File: config.mk
export PLATFORM = sky130hd
export DESIGN_NAME = shift_sequencer
export DESIGN_NICKNAME = d
export VERILOG_FILES = /design/src/rtl/shift_sequencer.sv
export SDC_FILE = /design/constraint.sdc
export NUM_CORES = 1
export LEC_CHECK = 0
export CAP_MARGIN = 20
export CORE_AREA = 4 4 61 63
export DETAILED_ROUTE_END_ITERATION = 10
export DIE_AREA = 0 0 65 67
export MAX_ROUTING_LAYER = met4
export PLACE_DENSITY = 0.77
export SLEW_MARGIN = 20
export SYNTH_ARGS = -nofsm -noshare
export SYNTH_HDL_FRONTEND = slang
export SYNTH_SLANG_ARGS = --single-unit
File: constraint.sdc
create_clock -name clk -period 2 [get_ports clk]
set_clock_uncertainty 0.2 [all_clocks]
set_input_delay 0.4 -clock clk [delete_from_list [all_inputs] [get_ports clk]]
set_output_delay 0.4 -clock clk [all_outputs]
set_load 0.03 [all_outputs]
File: src/rtl/shift_sequencer.sv
// Sequences the WIDTH-bit load/shift-right datapath through load, N shifts and capture. A start is answered with done N+3 cycles later.
// There is no backpressure: start is ignored, not queued, while busy. clear and reset abort an operation and zero the datapath.
module shift_sequencer #(
  parameter int WIDTH = 8,
  parameter int AMT_W = 4
) (
  input  logic             clk,
  input  logic             reset,
  input  logic             start,
  input  logic             clear,
  input  logic [WIDTH-1:0] load_val,
  input  logic [AMT_W-1:0] amount,
  input  logic             arith,
  input  logic [WIDTH-1:0] q_in,
  output logic [WIDTH-1:0] sh_load_val,
  output logic             sh_load_n,
  output logic             sh_shift,
  output logic             sh_asr,
  output logic             sh_reset_n,
  output logic             busy,
  output logic             done,
  output logic [WIDTH-1:0] result
);

  typedef enum logic [1:0] {
    IDLE    = 2'd0,
    LOAD    = 2'd1,
    SHIFT   = 2'd2,
    CAPTURE = 2'd3
  } state_t;

  state_t           state;
  logic [WIDTH-1:0] val_q;
  logic [AMT_W-1:0] amt_q;
  logic             arith_q;
  logic [AMT_W-1:0] cnt;
  logic [AMT_W-1:0] amt_sat;

  // Shifting WIDTH or more places leaves only fill bits, so larger amounts collapse to WIDTH.
  always_comb begin
    amt_sat = amount;
    if (32'(amount) >= WIDTH) amt_sat = AMT_W'(WIDTH);
  end

  assign sh_reset_n  = ~(reset | clear);
  assign sh_load_n   = (state != LOAD);
  assign sh_shift    = (state == SHIFT);
  assign busy        = (state != IDLE);
  assign sh_asr      = arith_q;
  assign sh_load_val = val_q;

  always_ff @(posedge clk) begin
    if (reset) begin
      state   <= IDLE;
      val_q   <= '0;
      amt_q   <= '0;
      arith_q <= 1'b0;
      cnt     <= '0;
      done    <= 1'b0;
      result  <= '0;
    end else if (clear) begin
      state <= IDLE;
      cnt   <= '0;
      done  <= 1'b0;
    end else begin
      done <= 1'b0;
      case (state)
        IDLE: begin
          if (start) begin
            val_q   <= load_val;
            amt_q   <= amt_sat;
            arith_q <= arith;
            state   <= LOAD;
          end
        end
        LOAD: begin
          if (amt_q == '0) begin
            state <= CAPTURE;
          end else begin
            cnt   <= amt_q;
            state <= SHIFT;
          end
        end
        SHIFT: begin
          cnt <= cnt - AMT_W'(1);
          if (cnt == AMT_W'(1)) state <= CAPTURE;
        end
        CAPTURE: begin
          result <= q_in;
          done   <= 1'b1;
          state  <= IDLE;
        end
        default: state <= IDLE;
      endcase
    end
  end

endmodule

==> impl_metrics.toml <==
[status]
status = "finished clean"

[clocking]
cts_tree = "yes"
clock-sinks = 28
clockBufferDepth = 2
cts.clk_slew.worst_paths_ns = 0.14
cts_resized = 0
clk_latency_ns = 0.31
post-cts-setup-buffers = 0
h-tree-depth = 1
numCtsBuffers = 3
cts_hold_buf = 0
clockRootBuffer = "clkbuf_4"

[critical_path]
startpoint_type = "flop"
path_class = "reg2out"
crit_buf_inv = 1
crit_path_top_delay_cell = "clkdlybuf4s50_1"
cpLargestDelayFamily = "buffers and inverters"
cpPeakStageDelay_ns = 0.67
end_kind = "primary output"
required_ns = 1.40
critPathMaxFanout = 2
cp_cell_sequence = "clkdlybuf4s50_1"
arrival_ns = 1.35

[die]
rows = 21
die_w_um = 65
fp.dieH_um = 67
io_pins = 47
start_util = 0.4108
coreArea_sq_um = 3232
dieArea_sq_um = 4355

[pwr]
power.density_nw_per_um2 = 534.0
ir_drop_uv = 401.3
leakage_nw = 0.8328

[grt]
antenna_found_initial = 0
grt_pass1_vias = 1282
grt_remaining_overflow = 0
grt_usage = 0.1568
grt_max_degree = 23
grt_first_pass_wirelength_um = 5306

[synth]
synthXorXnorAreaFrac = 0
synth.top_cell.area_share = 0.4222
synth_compound_area_frac = 0.2130
syn-instance-count = 157
syn_avg_cell_area_sq_um = 8.456
synth_area_leaders = "dfxtp_1 (42%), nand2_1 (12%), a21oi_1 (8.3%)"
ys_seq_area_frac = 0.4222
ys_async_sr_fraction = 0
synth_cell_types = 39
ys_ff_latch = 28
synth_top_family_by_area = "simple AND/OR/NAND/NOR gates"
synth-edff-count = 0
synthSimpleGateAreaFrac = 0.2347
syn_area_sq_um = 1328
yosys.area.top_type = "dfxtp_1"
synth_fa_ha_area_frac = 0.05655
syn-num-nets = 188
ys.flop_type = "dfxtp_1"
synthMuxAreaShare = 0.01508
yosysWarnings = 0

[routing]
wl_um = 3179
vias_per_cell = 4.968
drt-pass1-iter-count = 4
drtAntennaViolNets = 0
wire_per_inst_um = 12.72
vias = 1242
dr.first_iter.drc_count = 39
route.detailed.drc = 0

[finish]
antenna_cells = 0
drive_gt1_frac = 0.1127
mostFrequentLayoutCells = "nand2_1 (44), clkdlybuf4s50_1 (33), dfxtp_1 (27)"
area_delta_synth_final_pct = 41.85
layout.nets = 237
final_common_cell = "nand2_1"
post-route-util = 0.5827

[timing]
finalCriticalPeriod_ns = 1.952
fmax_mhz = 512.3
final_hold_viol_count = 0
fin_tns_setup_ns = 0
setup_viol = 0
rsz0062_at_grt = "no"
tightestPinTransition_ns = 0.5115
finalMaxSlewViolations = 0
relSlewSlack = 0.6583
post-route-period-util = 0.9759

[placement]
numPortBuffers = 46
dp_hpwl_um = 2473
gp_congestion = 0.8137

[flow_run]
maxCapViolCount = 0

[worst_hold_path]
hold_path.class = "reg2reg"
==> synth_stat cells (all sizes together), types with 2 or more instances <==
master / instances
nand2b: 2
nor4: 2
o32ai: 2
inv: 9
ha: 6
o21ai: 2
clkbuf: 4
dfxtp: 28
buf: 3
o211ai: 2
nor2b: 3
nor2: 3
nand3b: 4
a211o: 2
nand2: 44
a21oi: 22
a221oi: 2
mux2i: 2
==> metal layers <==
layer | wire length, um | track usage | vias to the layer above
li1 | - | - | 628
met1 | 1424 | 0.1786 | 591
met2 | 1633 | 0.2822 | 21
met3 | 102 | 0.03204 | 2
met4 | 18 | 0.03694 | 0
met5 | 0 | - | -
==> stage by stage <==
| step | power (mW) | std cells | cell area [sq um] | hold WS [ns] | setup slack, ns |
|---|---|---|---|---|---|
| after detailed placement | 0.7988 | 247 | 1834 | 0.2497 | 0.02531 |
| after global routing | 1.053 | 250 | 1883 | 0.2870 | 0.0002012 |
| final | 1.005 | 250 | 1883 | 0.2660 | 0.04814 |
| after floorplan | 0.7020 | 157 | 1328 | 0.2644 | 0.1666 |
| after CTS | 1.016 | 250 | 1857 | 0.2683 | 0.02719 |
| after global placement | 0.7941 | 247 | 1834 | 0.2416 | 0.05024 |
==> registers in the layout (all words and copies together) (netlist names) <==
name,cells
state,2
done,1
amt_q,4
cnt,4
sh_asr,1
result,8
sh_load_val,8
==> area by class of cell <==
| class | instances | area (sq um) |
|---|---|---|
| inverter | 10 | 38.79 |
| timing repair buffer | 51 | 510.5 |
| sequential | 28 | 561.8 |
| clock buffer | 3 | 22.52 |
| multi-input combinational | 112 | 691.9 |
| fill | 289 | 1349 |
| tap | 46 | 57.56 |
==> cell families (layout without fill, tap and decap cells) <==
group | Yosys count | after routing
multiplexers | 2 | 2
flip-flops | 28 | 28
AND/OR/NAND/NOR | 63 | 63
buffers and inverters | 17 | 64
AO/OA/AOI/OAI | 41 | 41
adder cells (fa/ha/maj) | 6 | 6
==> power breakdown <==
group,internal (mW),total [mW],switching (mW)
logic,0.102,0.201,0.0991
registers,0.572,0.584,0.0120
clock network,0.0703,0.220,0.149
total,0.745,1.01,0.261
==> worst paths after layout <==
path / start / to / slack, ns / depth (start not counted)
setup / recovery: result[6] / result[6] / 0.05 / 1
hold reg to reg: sh_load_val[3] / sh_load_val[3] / 0.27 / 2
setup reg to reg: state[0] / cnt[0] / 0.25 / 5
hold / removal: sh_load_val[3] / sh_load_val[3] / 0.27 / 2
No activity file was read; power rests on OpenSTA's default activity.
